[src/rtl/hazard_ctrl.sv]
// ----------------------------------------------------------------------------
// hazard_ctrl
//
// Pipeline hazard controller for the five-stage MIPS datapath. It produces the
// PC enable and the four pipeline-latch enable/flush controls. It handles:
//   - load-use interlock (one bubble),
//   - branch/jump redirect (squash IF/ID and ID/EX),
//   - data-memory wait (whole-pipeline freeze until dhit),
//   - halt (sticky freeze, left only through reset).
//
// Ports
//   CLK, RST                 clock; synchronous active-high reset
//   ihit, dhit               fetch / data access complete this cycle
//   ifid_rs, ifid_rt         source registers of the instruction in IF/ID
//   idex_dREN_out            instruction in EX is a load
//   idex_reg_rt_out          load destination register in EX
//   ex_redirect              EX resolved a taken branch or a jump
//   exmem_dREN, exmem_dWEN   memory-stage access request
//   exmem_halt               halt instruction in MEM
//   pc_en, *_en              PC and latch enables
//   ifid_flush, idex_flush   load a bubble on the next edge
//   halted                   sticky halt indication
//   hz_state                 0 RUN, 1 MEM_WAIT, 2 HALTED
//
// Optional feature (macro HAZARD_PERF_EN):
//   stall_cycles  32-bit count of RUN/MEM_WAIT cycles with pc_en low
//   flush_count   32-bit count of cycles with idex_flush high outside reset
// ----------------------------------------------------------------------------
module hazard_ctrl (
    input  logic       CLK,
    input  logic       RST,
    input  logic       ihit,
    input  logic       dhit,
    input  logic [4:0] ifid_rs,
    input  logic [4:0] ifid_rt,
    input  logic       idex_dREN_out,
    input  logic [4:0] idex_reg_rt_out,
    input  logic       ex_redirect,
    input  logic       exmem_dREN,
    input  logic       exmem_dWEN,
    input  logic       exmem_halt,
    output logic       pc_en,
    output logic       ifid_en,
    output logic       idex_en,
    output logic       exmem_en,
    output logic       memwb_en,
    output logic       ifid_flush,
    output logic       idex_flush,
    output logic       halted,
    output logic [1:0] hz_state
`ifdef HAZARD_PERF_EN
    ,
    output logic [31:0] stall_cycles,
    output logic [31:0] flush_count
`endif
);

    typedef enum logic [1:0] {
        ST_RUN      = 2'd0,
        ST_MEM_WAIT = 2'd1,
        ST_HALTED   = 2'd2
    } hz_state_e;

    // Control vector order: {pc_en, ifid_en, idex_en, exmem_en, memwb_en,
    //                        ifid_flush, idex_flush}
    localparam logic [6:0] CTRL_FREEZE = 7'b0000000;
    localparam logic [6:0] CTRL_RESET  = 7'b0000011;
    localparam logic [6:0] CTRL_RUN    = 7'b1111100;
    localparam logic [6:0] CTRL_REDIR  = 7'b1111111;
    localparam logic [6:0] CTRL_LDUSE  = 7'b0011101;
    localparam logic [6:0] CTRL_NOFET  = 7'b0111110;

    hz_state_e  state_q;
    hz_state_e  state_d;
    logic [6:0] ctrl_s;
    logic       halted_s;
    logic       memop_s;
    logic       loaduse_s;

    // Controls when every latch may advance. The redirect beats load-use
    // because the dependent consumer is squashed anyway, and it beats !ihit
    // because pc_en must load the branch target.
    function automatic logic [6:0] advance_ctrl(input logic redirect,
                                                input logic lu,
                                                input logic ih);
        logic [6:0] c;
        if (redirect) begin
            c = CTRL_REDIR;
        end else if (lu) begin
            c = CTRL_LDUSE;
        end else if (!ih) begin
            c = CTRL_NOFET;
        end else begin
            c = CTRL_RUN;
        end
        return c;
    endfunction

    // Hazard detection terms; register 0 is never a real dependency.
    always_comb begin
        memop_s   = exmem_dREN | exmem_dWEN;
        loaduse_s = idex_dREN_out & (idex_reg_rt_out != 5'd0) &
                    ((idex_reg_rt_out == ifid_rs) | (idex_reg_rt_out == ifid_rt));
    end

    // Next-state and control outputs.
    always_comb begin
        state_d  = state_q;
        ctrl_s   = CTRL_FREEZE;
        halted_s = 1'b0;
        if (RST) begin
            state_d = ST_RUN;
            ctrl_s  = CTRL_RESET;
        end else begin
            case (state_q)
                ST_RUN: begin
                    if (exmem_halt) begin
                        state_d = ST_HALTED;
                    end else if (memop_s && !dhit) begin
                        state_d = ST_MEM_WAIT;
                    end else begin
                        ctrl_s = advance_ctrl(ex_redirect, loaduse_s, ihit);
                    end
                end
                ST_MEM_WAIT: begin
                    // EX is held during the wait, so a pending redirect or
                    // load-use is simply re-evaluated in the dhit cycle.
                    if (dhit) begin
                        state_d = ST_RUN;
                        ctrl_s  = advance_ctrl(ex_redirect, loaduse_s, ihit);
                    end else begin
                        state_d = ST_MEM_WAIT;
                    end
                end
                ST_HALTED: begin
                    state_d  = ST_HALTED;
                    halted_s = 1'b1;
                end
                default: begin
                    state_d = ST_RUN;
                end
            endcase
        end
    end

    // State register.
    always_ff @(posedge CLK) begin
        if (RST) begin
            state_q <= ST_RUN;
        end else begin
            state_q <= state_d;
        end
    end

    assign {pc_en, ifid_en, idex_en, exmem_en, memwb_en,
            ifid_flush, idex_flush} = ctrl_s;
    assign halted   = halted_s;
    assign hz_state = state_q;

`ifdef HAZARD_PERF_EN
    logic [31:0] stall_cycles_q;
    logic [31:0] stall_cycles_d;
    logic [31:0] flush_count_q;
    logic [31:0] flush_count_d;

    // Counter next values; both hold in HALTED and wrap naturally.
    always_comb begin
        stall_cycles_d = stall_cycles_q;
        flush_count_d  = flush_count_q;
        if (RST) begin
            stall_cycles_d = 32'd0;
            flush_count_d  = 32'd0;
        end else if (state_q != ST_HALTED) begin
            if (!ctrl_s[6]) begin
                stall_cycles_d = stall_cycles_q + 32'd1;
            end else begin
                stall_cycles_d = stall_cycles_q;
            end
            if (ctrl_s[0]) begin
                flush_count_d = flush_count_q + 32'd1;
            end else begin
                flush_count_d = flush_count_q;
            end
        end else begin
            stall_cycles_d = stall_cycles_q;
            flush_count_d  = flush_count_q;
        end
    end

    // Performance counter registers.
    always_ff @(posedge CLK) begin
        stall_cycles_q <= stall_cycles_d;
        flush_count_q  <= flush_count_d;
    end

    assign stall_cycles = stall_cycles_q;
    assign flush_count  = flush_count_q;
`endif

endmodule

[config.mk]
export PLATFORM = sky130hd
export DESIGN_NAME = hazard_ctrl
export DESIGN_NICKNAME = d
export VERILOG_FILES = /design/src/rtl/hazard_ctrl.sv
export SDC_FILE = /design/constraint.sdc
export NUM_CORES = 1
export LEC_CHECK = 0
export CORE_AREA = 4 4 41 43
export DETAILED_ROUTE_END_ITERATION = 8
export DIE_AREA = 0 0 45 47
export GPL_TIMING_DRIVEN = 0
export HOLD_SLACK_MARGIN = 0.05
export PLACE_DENSITY = 0.78
export SLEW_MARGIN = 40
export SYNTH_ARGS = -nofsm -noshare
export SYNTH_HDL_FRONTEND = slang
export SYNTH_SLANG_ARGS = --single-unit
[constraint.sdc]
create_clock -name CLK -period 2.2 [get_ports CLK]
set_input_delay 0.22 -clock CLK [delete_from_list [all_inputs] [get_ports CLK]]
set_output_delay 0.22 -clock CLK [all_outputs]
set_load 0.03 [all_outputs]
; Yosys cells after proc, flatten, opt, wreduce, memory -nomap -nowiden
; Index checks and enable logic that the tools add are counted.
[totals]
regBits = 2
inputBits = 24
output_inout_bits = 10
elab_cells = 28
[op_classes]
n_eq_ne = 5
muxes = 14
bitwise_logic = 4
n_reduce_logical = 4
[op_table]
columns = operator, count
row1 = 7-bit 2-to-1 mux, 7
row2 = 7-bit one-hot mux with 2 select lines, 1
row3 = 5-bit == test, 2
row4 = 2-bit one-hot mux with 3 select lines, 1
row5 = 5-bit nonzero test, 1
row6 = 2-bit 2-to-1 mux, 2
row7 = 1-bit 2-to-1 mux, 3
row8 = 3-bit inequality test (second input constant), 1
row9 = 1-bit bitwise AND, 2
row10 = 2-bit by 1-bit == test with 1-bit output (second input constant), 1
row11 = 2-bit == test (second input constant), 1
row12 = 2-bit zero test, 1
row13 = 1-bit bitwise OR, 2
row14 = 1-bit logical AND, 1
row15 = 1-bit zero test, 1

; Depth between registers and ports, before layout
[depth]
word_depth = 9
ltp_mapped = 5
mapped_depth_nobuf = 4

; Worst setup path after synthesis
; Ideal clock, no wire load.
[synth_timing]
kind = register to output
start = register state_q[0], in the netlist hz_state[0]
end = output pc_en
t_arrival_ps = 1987
required_time_ps = 1980
setup_slack_ps = -7
path_stages_with_launch = 5
path_buffers = 0
path_cell_list = dfxtp_1 or3_1 a211oi_2 nand2b_1 a211oi_1
[synth_between]
elab_chain_len = 3
elab_cells_between_ends = 4
classes_between = eq/ne: 1 / mux: 2 / reduce/logical: 1
[synth_rtl]
columns = element, line_no
row1 = "start, declared", 73  ; hz_state_e state_q;
row2 = "start signal, assigned", 151  ; state_q <= state_d;
row3 = 2-bit by 1-bit == test with 1-bit output / 2-bit zero test (equally long branches), 115  ; case (state_q)
row4 = 7-bit one-hot mux with 2 select lines *, 115
row5 = 7-bit 2-to-1 mux *, 111  ; if (RST) begin
row6 = "end, declared", 42  ; output logic pc_en,
; Mark *: on every way between the ends. The rest lies on a longest branch, timed or not.

; Worst setup path after layout
[layout_timing]
start = input exmem_dWEN
end = output pc_en
[layout_between]
elab_chain_len = 6
[layout_rtl]
columns = element, line_no
row1 = "start, declared", 40  ; input logic exmem_dWEN,
row2 = 1-bit bitwise OR, 101  ; memop_s = exmem_dREN | exmem_dWEN;
row3 = 1-bit logical AND, 119  ; end else if (memop_s && !dhit) begin
row4 = 7-bit 2-to-1 mux, 119
row5 = 7-bit 2-to-1 mux, 117  ; if (exmem_halt) begin
row6 = 7-bit one-hot mux with 2 select lines, 115
row7 = 7-bit 2-to-1 mux, 111
; No other way between the ends.

==> impl_metrics.toml <==
[run_status]
status = "finished clean"

[global_routing]
grt_pass1_wl_mm = 1.68
antenna_found_initial = 0
grt_overflow = 0
grtUsageTotal_pct = 10.9
grt_max_degree = 8
first_global_vias = 433

[route]
vias_per_cell = 4.70
drt_pass1_iterations = 4
antenna_left = 0
drc = 0
drtIter0Drc = 1
routed_wl_mm = 1.09
wl_per_cell_um = 11.2
vias = 456

[power_and_ir_drop]
power_density_nw_per_um2 = 375
p_leak_nw = 0.281
ir_drop_v = 0.000264
total_power_w = 0.000262

[clocking]
cts_sinks = 2
cts_tree = "built"
root_buffer = "clkbuf_4"
clockBufferDepth = 2
tritoncts.num_buffers = 3
cts.reportedPaths.clkPinSlew_ps = 30
clk_latency_ps = 220
htree_levels = 1
cts_hold_buf = 0

[sta]
fmax_ghz = 0.463
worst-slew-pin-transition_ps = 396
rsz0062_at_grt = "yes"
setup_ws_ps = 38.7
skew_ps = 1.73
finalCritPeriodShare_pct = 98.2
finalCriticalPeriod_ps = 2160
finalHoldViolCount = 0
maxSlewViolCount = 0
slew_headroom_pct = 73.6
finalSetupViolations = 0

[die]
start_util_pct = 24.6
placementRows = 13
coreArea_sq_um = 1300
die_y_um = 47
dieArea_sq_um = 2120
pin_count = 34
die_w_um = 45

[layout]
register_area_sq_um = 40.0
multi_input_area_sq_um = 270
antennaDiodeCount = 0
post-route-util_pct = 53.7
synthToLayoutAreaGrowth_pct = 118
nFillCells = 141
largest_reg_flops = 2
drive_above_1_share_pct = 22.0
num-nets-final = 108

[worst_setup_path]
startpoint_type = "primary input"
path_max_fanout = 3
r2r_cells = 2
regToRegEndpoint = "hz_state[0]$_SDFFE_PP0N_"
worstSetupEndpoint = "pc_en"
end_kind = "primary output"
startpoint = "exmem_dWEN"
critPathRequiredTime_ps = 1980
r2r-start = "hz_state[0]$_SDFFE_PP0N_"
worstSetupPathType = "in -> out"
r2r_slack_ps = 1480
crit_arrival_ps = 1940

[run]
maxCapViolCount = 0

[hold_path]
min-delay-start = "hz_state[0]$_SDFFE_PP0N_"
hold_path_class = "reg -> reg"

[placed_design]
gp_congestion = 0.741
place_ws_ps = -453
dp_hpwl_um = 885
io_buffers = 33

[synth]
ys_seq_area_share_pct = 12.5
syn_inst = 44
syn_area_per_cell_sq_um = 7.28
synth.distinct_cells = 21
synth_seq_cells = 2
netlist_area_sq_um = 320
syn_nets = 68
yosys_warnings = 0
power by group:
| group | switching (W) | internal [W] |
|---|---|---|
| clock network | 0.0000200 | 0.0000601 |
| logic | 0.0000632 | 0.0000767 |
| registers | 0.00000331 | 0.0000388 |
synth_stat cells, drive strengths merged:
cell type | number | share of area, %
a2111oi | 1 | 3.1
a211oi | 2 | 6.3
a21oi | 3 | 4.7
a221o | 1 | 3.1
buf | 2 | 4.7
dfxtp | 2 | 13
inv | 2 | 2.3
nand2 | 2 | 2.3
nand2b | 2 | 3.9
nand3 | 2 | 3.1
nor2 | 6 | 7.0
nor2b | 1 | 2.0
nor3 | 2 | 3.1
nor3b | 1 | 2.3
nor4 | 1 | 2.0
o21ai | 1 | 2.7
o22ai | 1 | 2.0
or3 | 1 | 2.0
or4 | 1 | 3.5
xnor2 | 10 | 27
routing by layer:
layer / vias up / GRT usage, % / routed length (um)
li1: 235 / - / -
met1: 195 / 10.9 / 378
met2: 24 / 19.2 / 530
met3: 2 / 6.13 / 168
met4: 0 / 3.51 / 9
met5: - / 0 / 0
cell type report:
class / instances / share of cell area (%)
buffer: 2 / 2.15
clock buffer: 3 / 3.23
inverter: 2 / 1.08
multi-input combinational: 38 / 38.7
sequential: 2 / 5.73
tap: 15 / 2.69
timing repair buffer: 35 / 46.4
cell families (layout without fill, tap and decap cells):
logic type,Yosys count,after routing,share of synthesized area (%)
simple gates,19,19,31.3
flops,2,2,12.5
xor+xnor,10,10,27.3
buf+inv,4,42,7.03
compound gates,9,9,21.9
cells in the final DEF (no fill, tap or decap):
cell type        instances
inv_1                    2
nand2b_1                 2
o22ai_1                  1
nor4_1                   1
xnor2_1                 10
nor2b_1                  1
clkdlybuf4s50_1         24
a2111oi_1                1
dfxtp_1                  2
nand2_1                  2
buf_4                    4
nand3_1                  2
a211oi_2                 2
nor2_1                   6
or3_1                    1
dlymetal6s2s_1           1
nor3_1                   2
clkbuf_4                 3
or4_4                    1
buf_2                    4
clkbuf_2                 1
nor3b_1                  1
a21oi_1                  3
dlygate4sd2_1            1
clkdlybuf4s15_2          2
o21ai_4                  1
a221o_1                  1
critical path: stages:
cell	delay (ps)
clkdlybuf4s50_1	410
or3_1	400
a211oi_2	260
nand2b_1	140
buf_4	160
a211oi_2	130
buf_2	220
how the worst min path moves through the flow:
stage	cells after the start	endpoint
2_1_floorplan	1	hz_state[1]$_SDFFE_PP0N_
3_3_place_gp	1	hz_state[1]$_SDFFE_PP0N_
3_5_place_dp	1	hz_state[1]$_SDFFE_PP0N_
4_1_cts	1	hz_state[1]$_SDFFE_PP0N_
5_1_grt	1	hz_state[1]$_SDFFE_PP0N_
6_report	1	hz_state[1]$_SDFFE_PP0N_
timing repair:
item                                    CTS  global route
setup buffers                             0             2
cloned                                    0             0
pin swaps                                 0             1
gates resized for setup                  25             7
endpoints found under the setup margin    7             6
stage by stage:
stage               area (sq um)  hold slack (ps)  instances  TNS, ps
floorplan                    325              297         44        0
global placement             674              521         92    -2550
detailed placement           674              529         92    -2610
CTS                          697              530         95        0
global route                 698              556         97    -47.6
finish                       698              532         97        0
(Power assumes the default switching activity.)
